<file path="config.mk">
export PLATFORM = sky130hd
export DESIGN_NAME = reversi_accel_sdiv_28s_12s_16_seq
export DESIGN_NICKNAME = d
export VERILOG_FILES = /design/src/rtl/reversi_accel_sdiv_28s_12s_16_seq.sv
export SDC_FILE = /design/constraint.sdc
export NUM_CORES = 1
export LEC_CHECK = 0
export CAP_MARGIN = 20
export CORE_UTILIZATION = 60
export CTS_CLUSTER_SIZE = 24
export DETAILED_ROUTE_END_ITERATION = 10
export GPL_ROUTABILITY_DRIVEN = 0
export PLACE_DENSITY = 0.87
export SETUP_SLACK_MARGIN = 0.2
export SLEW_MARGIN = 20
export SYNTH_ARGS = -nofsm -noshare
export SYNTH_HDL_FRONTEND = slang
export SYNTH_SLANG_ARGS = --single-unit
</file>
<file path="constraint.sdc">
create_clock -name clk -period 3.7 [get_ports clk]
set_input_delay 0.37 -clock clk [delete_from_list [all_inputs] [get_ports clk]]
set_output_delay 0.37 -clock clk [all_outputs]
set_load 0.02 [all_outputs]
</file>
<file path="src/rtl/reversi_accel_sdiv_28s_12s_16_seq.sv">
// Sequential signed divider: 28s / 12s -> 16s saturated quotient, 12s remainder.
// Ports: clk, rst_n, ce, in_valid/in_ready + dividend/divisor, out_valid/out_ready + quotient/remainder/ovf/dz.
module reversi_accel_sdiv_28s_12s_16_seq #(
  parameter int ID = 1
) (
  input  logic        clk,
  input  logic        rst_n,
  input  logic        ce,
  input  logic        in_valid,
  output logic        in_ready,
  input  logic [27:0] dividend,
  input  logic [11:0] divisor,
  output logic        out_valid,
  input  logic        out_ready,
  output logic [15:0] quotient,
  output logic [11:0] remainder,
  output logic        ovf,
  output logic        dz
);

  typedef enum logic [1:0] {
    S_IDLE,
    S_CALC,
    S_FIX,
    S_DONE
  } state_e;

  state_e      state_q, state_d;
  logic        sa_q, sa_d;
  logic        sb_q, sb_d;
  logic        dzsel_q, dzsel_d;
  logic [27:0] dvd_q, dvd_d;
  logic [11:0] dsr_q, dsr_d;
  logic [11:0] rem_q, rem_d;
  logic [4:0]  cnt_q, cnt_d;
  logic [15:0] quo_q, quo_d;
  logic [11:0] rmd_q, rmd_d;
  logic        ovf_q, ovf_d;
  logic        dz_q, dz_d;

  logic        unused_id;
  assign unused_id = (ID != 0);

  // dvd_q holds |dividend| and fills with quotient bits from the LSB
  // as the dividend bits leave through the MSB.
  logic [12:0] rem_sh;
  logic        ge;
  logic        qneg;
  logic        q_big;

  assign rem_sh = {rem_q, dvd_q[27]};
  assign ge     = rem_sh >= {1'b0, dsr_q};
  assign qneg   = sa_q ^ sb_q;
  // Negative side reaches one further: -32768 is representable.
  assign q_big  = qneg ? (dvd_q > 28'd32768)
                       : (dvd_q > 28'd32767);

  always_comb begin
    state_d = state_q;
    sa_d    = sa_q;
    sb_d    = sb_q;
    dzsel_d = dzsel_q;
    dvd_d   = dvd_q;
    dsr_d   = dsr_q;
    rem_d   = rem_q;
    cnt_d   = cnt_q;
    quo_d   = quo_q;
    rmd_d   = rmd_q;
    ovf_d   = ovf_q;
    dz_d    = dz_q;
    unique case (state_q)
      S_IDLE: begin
        if (in_valid) begin
          sa_d    = dividend[27];
          sb_d    = divisor[11];
          dvd_d   = dividend[27] ? (~dividend + 28'd1)
                                 : dividend;
          dsr_d   = divisor[11] ? (~divisor + 12'd1)
                                : divisor;
          rem_d   = '0;
          cnt_d   = 5'd27;
          dzsel_d = (divisor == 12'd0);
          state_d = (divisor == 12'd0) ? S_FIX : S_CALC;
        end
      end
      S_CALC: begin
        rem_d = ge ? 12'(rem_sh - {1'b0, dsr_q})
                   : rem_sh[11:0];
        dvd_d = {dvd_q[26:0], ge};
        if (cnt_q == 5'd0) begin
          state_d = S_FIX;
        end else begin
          cnt_d = cnt_q - 5'd1;
        end
      end
      S_FIX: begin
        dz_d  = dzsel_q;
        ovf_d = 1'b0;
        if (dzsel_q) begin
          quo_d = sa_q ? 16'h8000 : 16'h7fff;
          rmd_d = '0;
        end else begin
          if (q_big) begin
            quo_d = qneg ? 16'h8000 : 16'h7fff;
            ovf_d = 1'b1;
          end else begin
            quo_d = qneg ? (~dvd_q[15:0] + 16'd1)
                         : dvd_q[15:0];
          end
          rmd_d = sa_q ? (~rem_q + 12'd1) : rem_q;
        end
        state_d = S_DONE;
      end
      S_DONE: begin
        if (out_ready) begin
          state_d = S_IDLE;
        end
      end
      default: state_d = S_IDLE;
    endcase
  end

  always_ff @(posedge clk) begin
    if (!rst_n) begin
      state_q <= S_IDLE;
      sa_q    <= 1'b0;
      sb_q    <= 1'b0;
      dzsel_q <= 1'b0;
      dvd_q   <= '0;
      dsr_q   <= '0;
      rem_q   <= '0;
      cnt_q   <= '0;
      quo_q   <= '0;
      rmd_q   <= '0;
      ovf_q   <= 1'b0;
      dz_q    <= 1'b0;
    end else if (ce) begin
      state_q <= state_d;
      sa_q    <= sa_d;
      sb_q    <= sb_d;
      dzsel_q <= dzsel_d;
      dvd_q   <= dvd_d;
      dsr_q   <= dsr_d;
      rem_q   <= rem_d;
      cnt_q   <= cnt_d;
      quo_q   <= quo_d;
      rmd_q   <= rmd_d;
      ovf_q   <= ovf_d;
      dz_q    <= dz_d;
    end
  end

  assign in_ready  = (state_q == S_IDLE);
  assign out_valid = (state_q == S_DONE);
  assign quotient  = quo_q;
  assign remainder = rmd_q;
  assign ovf       = ovf_q;
  assign dz        = dz_q;

endmodule

</file>
### Word level (Yosys, flattened, before mapping)

Cells that the tools add are included.

| word-level totals | value |
|---|---|
| register bits | 92 |

| cells by class | value |
|---|---|
| add/subtract/negate cells | 6 |
| order comparisons | 3 |
| equality and inequality tests | 7 |
| mux-type cells | 25 |
| bitwise logic cells | 5 |
| reduce and logical (&&, ||, !) cells | 9 |

Operators by type and width:

| kind | count |
|---|---|
| two-way mux 16 bit | 5 |
| two-way mux 12 bit | 5 |
| two-way mux 28 bit | 2 |
| case mux 28 bit (2 select lines) | 1 |
| adder 28 x 1 -> 28 bit (second input constant) | 1 |
| greater-than comparator 28 x 15 -> 1 bit (second input constant) | 1 |
| greater-than comparator 28 x 16 -> 1 bit (second input constant) | 1 |
| inverter 28 bit | 1 |
| adder 12 x 1 -> 12 bit (second input constant) | 2 |
| inverter 12 bit | 2 |
| case mux 12 bit (2 select lines) | 1 |
| adder 16 x 1 -> 16 bit (second input constant) | 1 |
| inverter 16 bit | 1 |
| greater-or-equal comparator 13 x 12 -> 1 bit | 1 |
| logical NOT 12 bit | 1 |
| subtractor 12 bit | 1 |
| two-way mux 5 bit | 2 |
| case mux 5 bit (2 select lines) | 1 |
| two-way mux 2 bit | 4 |
| case mux 2 bit (4 select lines) | 1 |
| AND reduction 4 bit | 2 |
| inequality test 2 bit (second input constant) | 3 |
| AND reduction 3 bit | 2 |
| logical NOT 5 bit | 1 |
| 9 further kinds | 12 |

### Depth between registers and ports, before layout

Gate-level depths: netlist of run 1.

| logic depth | value |
|---|---|
| depth after elaboration | 5 |
| depth in mapped cells | 10 |
| gate-level depth less buffers | 10 |

### Least setup slack after synthesis of run 1

No wires, ideal clock.

| timing path | value |
|---|---|
| path type | register to register |
| start | register rem_q[9] |
| end | register dvd_q[0] |
| setup time | 117 ps |
| arrival time | 2353 ps |
| setup slack | 1229 ps |
| cell stages (with the launch flop) | 9 |
| path buffers | 1 |
| cell sequence | dfxtp_1 -> ha_1 -> a21o_1 -> a211o_1 -> or2_2 -> a221oi_4 -> buf_2 -> nand2_1 -> a32o_1 |

| on the way | value |
|---|---|
| word-level cells in the longest chain between the ends | 2 |

Ends and longest elaborated chain:

| element | RTL line | text |
|---|---|---|
| from (decl) | 34 | `logic [11:0] rem_q, rem_d;` |
| from (signal assigned) | 144 | `rem_q <= rem_d;` |
| greater-or-equal comparator 13 x 12 -> 1 bit | 52 | `assign ge = rem_sh >= {1'b0, dsr_q};` |
| case mux 28 bit (2 select lines) | 71 | `unique case (state_q)` |
| to (signal assigned) | 142 | `dvd_q <= dvd_d;` |
| to (decl) | 32 | `logic [27:0] dvd_q, dvd_d;` |

Every way passes these cells.
A chain may end at the register's enable or synchronous reset.

### Worst setup path after layout of run 1

| timing path | value |
|---|---|
| start | register rem_q[9] |
| end | register rem_q[2] |

| on the way | value |
|---|---|
| word-level cells in the longest chain between the ends | 3 |

Ends and longest elaborated chain:

| element | RTL line | text |
|---|---|---|
| greater-or-equal comparator 13 x 12 -> 1 bit | 52 |  |
| two-way mux 12 bit | 87 | `rem_d = ge ? 12'(rem_sh - {1'b0, dsr_q})` |
| case mux 12 bit (2 select lines) | 71 |  |

Every way passes these cells.

==> metrics.yaml, run 1 <==
status:
  outcome: "completed"
place:
  dp_hpwl_um: 11100
  io_buffers: 76
clock_tree:
  clk_latency_ns: 0.37
  root_buffer: "clkbuf_8"
  cts_hold_buf: 0
  h-tree-depth: 3
  cts.path.max_buffers: 2
  cts_buffers: 9
  cts_tree: "done"
  cts_setup_buffers: 0
  clk_pin_slew_ns: 0.11
  clock-sinks: 92
  post_cts_resize_count: 0
sta:
  tightestPinTransition_ns: 1.06
  slew_viol_final: 0
  min_period_ns: 2.85
  hold_viol_final: 0
  rsz0062_at_grt: "no"
  clock.fmax_ghz: 0.351
  relSlewSlack_pct: 29.4
  skew_ns: 0.0135
  period_share_pct: 77.0
  hold_slack_ns: 0.476
  setup_viol: 0
  fin_tns_setup_ns: 0
global_routing:
  gr-total-overflow: 0
  grt_max_degree: 41
  antenna_found_initial: 0
  grt_pass1_vias: 5283
  grt_use_total_pct: 30.6
  grt_pass1_wl_um: 25000
power_and_ir_drop:
  p_clk_share_pct: 23.9
  p_sw_uw: 1070
  leakage_uw: 0.00254
  p_seq_share_pct: 40.6
  pwr_density_cell_mw_per_mm2: 414
  ir_worst_vdd_mv: 0.297
  swShare_pct: 37.9
  p_int_uw: 1760
  p_comb_share_pct: 35.5
final_layout:
  syn_to_final_growth_pct: 17.2
  layout-drive-gt1-share_pct: 5.73
  nNetsFinal: 849
  antenna_cells: 0
  n_fill_cell: 702
critical_path:
  worstPathRequired_ns: 3.97
  worstSetupStartpointType: "flop"
  crit_buf_inv: 0
  crit_path_cell_trace: "ha_1 -> a21o_1 -> a211o_1 -> or2_2 -> a221oi_4 -> nor3_1 -> a221o_1"
  cp.arrival_ns: 3.12
  crit_path_top_delay_cell: "a221oi_4"
  path_class: "flop to flop"
  critPathCaptureType: "flop"
  path_max_fanout: 16
  slowest_delay_ns: 0.68
  crit_cells: 7
  r2r_cells: 7
  cp_top_family: "compound AO/OA/AOI/OAI gates"
yosys:
  yosysTopAreaCell: "dfxtp_1"
  synth_area_mm2: 0.00584
  syn_nets: 802
  synth_top_area_share_pct: 31.5
  synth_area_leaders: "dfxtp_1, a21oi_1, xnor2_1, xor2_1, ha_1"
  synthFlopType: "dfxtp_1"
  syn_inst: 734
  synth_cell_type_count: 64
  yosysWarnings: 0
  synthArstFlopShare_pct: 0
  yosys-top-cells-count: "dfxtp_1, a21oi_1, nand2_1"
  synth-seq-cells: 92
  synth.most_common_cell: "dfxtp_1"
  synth_area_per_cell_um2: 7.96
  synth_seq_area_share_pct: 31.5
  synth-edff-count: 0
route:
  vias_per_cell: 6.24
  drc_errors: 0
  detail-route-antenna-nets: 0
  routed-via-count: 5714
  dr.pass1.iters: 5
  drtIter0Drc: 392
  finalWirelength_um: 15000
  wl_per_cell_um: 16.3
worst_hold_path:
  hp-class: "flop to flop"
  holdPathStages: 2
floorplan:
  coreArea_mm2: 0.00933
  io_pins: 77
  die_y_um: 101
  chipWidth_um: 101
  rows: 35
  die_area_mm2: 0.0101
  initial_core_util_pct: 62.6
run:
  cap_violations: 0
[per-stage QoR]
stage	setup WS [ns]	util [%]	total power, uW	instance area [um2]	std cells
3_5_place_dp	0.635	71.2	2150	6640	899
3_3_place_gp	0.731	71.2	2100	6640	899
5_1_grt	0.711	73.4	2990	6850	915
6_report	0.852	73.4	2830	6850	915
4_1_cts	0.887	73.4	2820	6840	915
2_1_floorplan	1.23	-	1880	5840	734
[tightest hold or removal path, stage by stage, from the launching register on]
cell and delay, ns:
dfxtp_1 0.34, nand2_1 0.05, a21oi_1 0.05
[final cells by class]
cell class	instances	area, um2	share of cell area, %
Multi-Input combinational cell	559	3690	53.9
Sequential cell	92	1840	26.9
Timing Repair Buffer	84	821	12.0
Tap cell	129	161	2.36
Inverter	35	131	1.92
Clock buffer	9	124	1.81
Clock inverter	7	78.8	1.15
[logic make-up (layout without fill, tap and decap cells)]
kind of cell	count (synthesis)	count (layout)	synth area share, %
AOI/OAI and AO/OA	227	227	25.9
xor gates and xnor gates	69	69	10.3
adders and majority gates	23	23	5.05
buffers and inverters	83	135	5.42
DFF	92	92	31.5
muxes	14	14	2.42
and+or+nand+nor	226	226	19.4
[path summary, 6_finish.rpt]
kind / start / to / slack (ns)
worst max register to register: rem_q[9] / rem_q[2] / 0.85
worst min register to register: remainder[8] / remainder[8] / 0.48
worst min-delay path: remainder[8] / remainder[8] / 0.48
worst max-delay path: rem_q[9] / rem_q[2] / 0.85
[cell usage in the layout, fill, tap and decap left out, types with 7 or more instances in the layout]
cell / Yosys / final
dfxtp_1: 92 / 92
a22oi_1: 9 / 9
o41ai_1: 8 / 8
xor2_1: 32 / 32
xnor2_1: 37 / 36
nand3_1: 32 / 32
clkbuf_8: 0 / 9
nand2_1: 65 / 65
nor4_1: 8 / 8
clkdlybuf4s50_1: 0 / 76
mux2i_1: 13 / 13
ha_1: 22 / 22
nor3_1: 9 / 9
or3_1: 9 / 9
o21ai_0: 46 / 46
or2_2: 7 / 7
a211oi_1: 10 / 10
nor2_1: 53 / 53
o221ai_1: 9 / 9
buf_4: 0 / 8
o31ai_1: 15 / 15
a21oi_1: 71 / 71
a21o_1: 14 / 14
inv_1: 35 / 35
[sequential cells by signal (all words and copies together) (netlist names), 2 cells and up]
| register | cells |
|---|---|
| dsr_q | 12 |
| state_q | 2 |
| rem_q | 12 |
| remainder | 12 |
| cnt_q | 5 |
| quotient | 16 |
| dvd_q | 28 |
[metal layers]
| layer | track usage, % | up-vias | part of all wire, % | routed length, um |
|---|---|---|---|---|
| met5 | 0 | - | 0 | 0 |
| met4 | 9.36 | 0 | 2.0 | 292 |
| met3 | 6.45 | 35 | 6.1 | 914 |
| met2 | 54.2 | 223 | 50 | 7470 |
| met1 | 37.1 | 2707 | 42 | 6270 |
| li1 | - | 2749 | - | - |
[power by group through the flow]
stage               Sequential (uW)  Combinational, uW  Clock [uW]
floorplan                      1160                719           0
global placement               1160                940           0
detailed placement             1170                979           0
CTS                            1150                989         683
global route                   1160               1100         727
finish                         1150               1010         676
No activity file was read; power rests on OpenSTA's default activity.
==> run 2, diff against run 1 <==
Settings changed: CORE_UTILIZATION 60 to 51, PLACE_DENSITY 0.87 to 0.79.
Clock period 3.7 ns to 2.6 ns, I/O delays scaled along.
==> run 2 against run 1 <==
  * Hold slack worse by 0.020 ns
  * Largest cell class unchanged
  * Critical endpoint is now rem_q[11]
  * Largest power group is now combinational logic
  * Maximum frequency is 22% higher
  * Critical path type unchanged
  * Cell count is 7.1% higher
==> metrics.yaml, run 2 (synthesis gave the netlist of run 1 again) <==
clock_tree:
  root_buffer: "clkbuf_16"
  cts_tree: "done"
  cts_buffers: 9
  clock-sinks: 92
  h-tree-depth: 3
  cts_hold_buf: 0
  clk_latency_ns: 0.35
  cts.path.max_buffers: 2
  clk_pin_slew_ns: 0.07
final_layout:
  largest_reg_flops: 28
  mostFrequentLayoutCell: "dfxtp_1"
  layout-drive-gt1-share_pct: 14.3
  top_register: "dvd_q"
  nNetsFinal: 903
  antenna_cells: 0
  layout_common_cells: "dfxtp_1, clkdlybuf4s50_1, a21oi_1"
  syn_to_final_growth_pct: 30.2
worst_hold_path:
  hp-class: "flop to flop"
critical_path:
  slowest_delay_ns: 0.38
  crit_path_cell_trace: "ha_1 -> nand4_1 -> nor4_2 -> or2_4 -> a221oi_4 -> buf_6 -> buf_16 -> buf_4 -> a32oi_1 -> o31ai_1"
  crit_path_top_delay_cell: "dfxtp_1"
  cp.arrival_ns: 2.57
  worstPathRequired_ns: 2.83
  critPathCaptureType: "flop"
  path_class: "flop to flop"
  path_max_fanout: 7
  worstSetupStartpointType: "flop"
sta:
  hold_slack_ns: 0.456
  min_period_ns: 2.34
  period_share_pct: 90.1
  fin_ws_ns: 0.257
  tightestPinTransition_ns: 0.833
  fin_tns_setup_ns: 0
  rsz0062_at_grt: "no"
  skew_ns: 0.00756
  slew_viol_final: 0
  relSlewSlack_pct: 44.3
  setup_viol: 0
  clock.fmax_ghz: 0.427
  hold_viol_final: 0
floorplan:
  die_y_um: 109
  rows: 38
  coreArea_mm2: 0.0110
  chipWidth_um: 109
  die_area_mm2: 0.0119
  io_pins: 77
  initial_core_util_pct: 53.2
power_and_ir_drop:
  p_clk_share_pct: 32.7
  ir_worst_vdd_mv: 0.480
  p_seq_share_pct: 32.6
  swShare_pct: 31.8
  p_int_uw: 3410
  p_comb_share_pct: 34.7
  p_sw_uw: 1590
  leakage_uw: 0.00293
  pwr_density_cell_mw_per_mm2: 658
route:
  drtIter0Drc: 392
  routed-via-count: 5907
  wl_per_cell_um: 16.1
  finalWirelength_um: 15800
  vias_per_cell: 6.03
  detail-route-antenna-nets: 0
  dr.pass1.iters: 5
  drc_errors: 0
place:
  io_buffers: 76
  dp_hpwl_um: 11400
  post-place-ws_ns: -0.253
run:
  cap_violations: 0
global_routing:
  grt_max_degree: 34
  gr-total-overflow: 0
  grt_pass1_wl_um: 25800
  grt_use_total_pct: 27.3
  grt_pass1_vias: 5556
  antenna_found_initial: 0
status:
  outcome: "completed"
run 2: final timing paths:
path	startpoint	to	slack [ns]	cells past startpoint
hold / removal	dz	dz	0.46	2
setup / recovery	rem_q[4]	rem_q[11]	0.26	10
hold reg to reg	dz	dz	0.46	2
setup reg to reg	rem_q[4]	rem_q[11]	0.26	10
run 2: stage by stage:
step	instance area (um2)	cells	total power [uW]	util, %
floorplan	5850	734	2690	-
global placement	7030	959	3110	64.0
detailed placement	7030	959	3170	64.0
CTS	7470	978	4900	68.0
global route	7610	980	5230	69.3
finish	7610	980	5010	69.3
run 2: what timing repair did:
item,4_1_cts,5_1_grt
buffers inserted,2,2
pin swaps,1,5
setup endpoints to repair,13,30
resized for setup,3,28
cloned,1,0
run 2: power by group through the flow:
stage	sequential (uW)	clock (uW)	combinational (uW)
after floorplan	1650	0	1040
after global placement	1650	0	1460
after detailed placement	1660	0	1510
after CTS	1630	1640	1630
after global routing	1640	1700	1890
final	1630	1640	1740
run 2: metal layers:
metal	wire length [um]	global-route usage (%)	vias to the layer above
met5	0	0	-
met4	279	9.17	0
met3	792	4.66	30
met2	8060	48.3	194
met1	6680	33.1	2823
li1	-	-	2860
run 2: worst max-delay path, delay by kind of cell, from the launching register on:
family                     cells  cell delay (ns)
and+or+nand+nor                3             0.68
adders and majority gates      1             0.37
buffers and inverters          3             0.41
DFF                            1             0.38
AOI/OAI and AO/OA              3             0.37
run 2: layout make-up:
cell class                 count  area [um2]
sequential                    92        1850
clock inverter                 6         135
inverter                      35         131
fill                         888        3380
timing repair buffer         138        1270
clock buffer                  10         239
multi-input combinational    559        3810
tap                          140         175
==> run 3, diff against run 2 <==
Settings changed: CORE_UTILIZATION 51 to 58, DONT_BUFFER_PORTS set to 1, PLACE_DENSITY 0.79 to not set, PLACE_DENSITY_LB_ADDON set to 0.3.
==> run 3 against run 2 <==
  * Critical path depth decreased by 2
  * Via count decreased by 8.4%
  * Combinational power decreased by 19%
  * Maximum frequency increased by 1.5%
==> metrics.yaml, run 3 (synthesis gave the netlist of run 1 again) <==
route:
  dr.pass1.iters: 5
  drc_errors: 0
  routed-via-count: 5410
  finalWirelength_um: 14500
  drtIter0Drc: 329
  wl_per_cell_um: 16.8
  vias_per_cell: 6.27
  detail-route-antenna-nets: 0
floorplan:
  initial_core_util_pct: 59.8
  coreArea_mm2: 0.00977
  chipWidth_um: 102
  die_area_mm2: 0.0105
  io_pins: 77
  die_y_um: 102
  rows: 36
status:
  outcome: "completed"
power_and_ir_drop:
  ir_worst_vdd_mv: 0.405
  pwr_density_cell_mw_per_mm2: 635
  leakage_uw: 0.00238
sta:
  clock.fmax_ghz: 0.433
  skew_ns: 0.0111
  setup_viol: 0
  tightestPinTransition_ns: 0.697
  slew_viol_final: 0
  period_share_pct: 88.8
  min_period_ns: 2.31
  relSlewSlack_pct: 53.5
  hold_viol_final: 0
  fin_tns_setup_ns: 0
  rsz0062_at_grt: "no"
critical_path:
  worstSetupStartpointType: "flop"
  path_max_fanout: 8
  worstPathRequired_ns: 2.85
  crit_path_top_delay_cell: "ha_1"
  slowest_delay_ns: 0.35
  path_class: "flop to flop"
  cp.arrival_ns: 2.56
  critPathCaptureType: "flop"
  crit_path_cell_trace: "inv_1 -> ha_1 -> a211o_1 -> or2_2 -> a221oi_4 -> buf_12 -> nor3_1 -> a221o_1"
clock_tree:
  cts_tree: "done"
  root_buffer: "clkbuf_8"
  h-tree-depth: 3
  clk_latency_ns: 0.37
  cts_buffers: 9
  cts.path.max_buffers: 2
  clk_pin_slew_ns: 0.10
  clock-sinks: 92
final_layout:
  top_register: "dvd_q"
  utilization_pct: 64.7
  antenna_cells: 0
  nNetsFinal: 793
  mostFrequentLayoutCell: "dfxtp_1"
  largest_reg_flops: 28
  layout_common_cells: "dfxtp_1, a21oi_1, nand2_1"
  n_fill_cell: 835
  syn_to_final_growth_pct: 8.16
  layout-drive-gt1-share_pct: 10.1
  final_area_mm2: 0.00632
place:
  io_buffers: 0
  place_area_mm2: 0.00601
  dp_hpwl_um: 10700
global_routing:
  grt_use_total_pct: 28.6
  grt_max_degree: 41
  grt_pass1_wl_um: 23700
  gr-total-overflow: 0
  antenna_found_initial: 0
  grt_pass1_vias: 4980
run:
  cap_violations: 0
worst_hold_path:
  hp-class: "primary input to flop"
==> run 3: cell count changes in the layout (fill, tap and decap cells not counted), sizes merged, moves of 3 or more <==
| cell | before | now |
|---|---|---|
| dlygate4sd3 | 0 | 3 |
| bufinv | 4 | 0 |
| inv | 35 | 39 |
| clkdlybuf4s50 | 74 | 0 |
| buf | 62 | 24 |
==> run 3: timing repair <==
action	CTS	global route
gates cloned	0	1
setup buffers	1	0
hold buffers	1	2
pin swaps	0	3
hold endpoints to repair	1	3
setup endpoints to repair	1	16
resized for setup	1	13
==> run 3: through the flow <==
stage,std cells,worst slack [ns],power (uW),hold WS (ns)
3_5_place_dp,842,0.183,2970,0.389
3_3_place_gp,842,0.233,2920,0.386
4_1_cts,860,0.200,3920,0.00446
2_1_floorplan,734,0.205,2690,0.396
5_1_grt,863,0.200,4230,0.0137
6_report,863,0.291,4010,0.0246
==> run 3: per-layer routing <==
layer  vias up  routed length, um  GRT usage [%]
met1      2550               6140           34.7
met5         -                  0              0
met4         0                328           10.3
met2       188               7090           49.2
li1       2642                  -              -
met3        30                920           6.70
==> run 3: cell type report <==
| type | instances | area, um2 | share of cell area, % |
|---|---|---|---|
| Multi-Input combinational cell | 559 | 3740 | 59.2 |
| Sequential cell | 92 | 1850 | 29.2 |
| Timing Repair Buffer | 28 | 248 | 3.92 |
| Tap cell | 133 | 166 | 2.63 |
| Inverter | 35 | 131 | 2.08 |
| Clock buffer | 9 | 124 | 1.96 |
| Clock inverter | 7 | 65.1 | 1.03 |
==> run 3: power breakdown <==
part	switching (uW)	leakage, uW	total [uW]	internal, uW
clock network	571	0.0000943	943	371
logic	776	0.00153	1410	633
registers	138	0.000750	1660	1520
total	1490	0.00238	4010	2530
==> run 3: worst max-delay path, delay by kind of cell (launching register included) <==
kind,cells,cell delay (ns)
AND/OR/NAND/NOR,2,0.37
adder cells (fa/ha/maj),1,0.35
AO/OA/AOI/OAI,3,0.92
flip-flops,1,0.34
buffers and inverters,2,0.23
==> run 3: final timing paths <==
kind,from,slack (ns),cells after the start,to
max,dsr_q[11],0.29,8,rem_q[2]
min,divisor[11],0.02,2,sb_q
max reg2reg,dsr_q[11],0.29,8,rem_q[2]
min reg2reg,dsr_q[11],0.46,2,dsr_q[11]
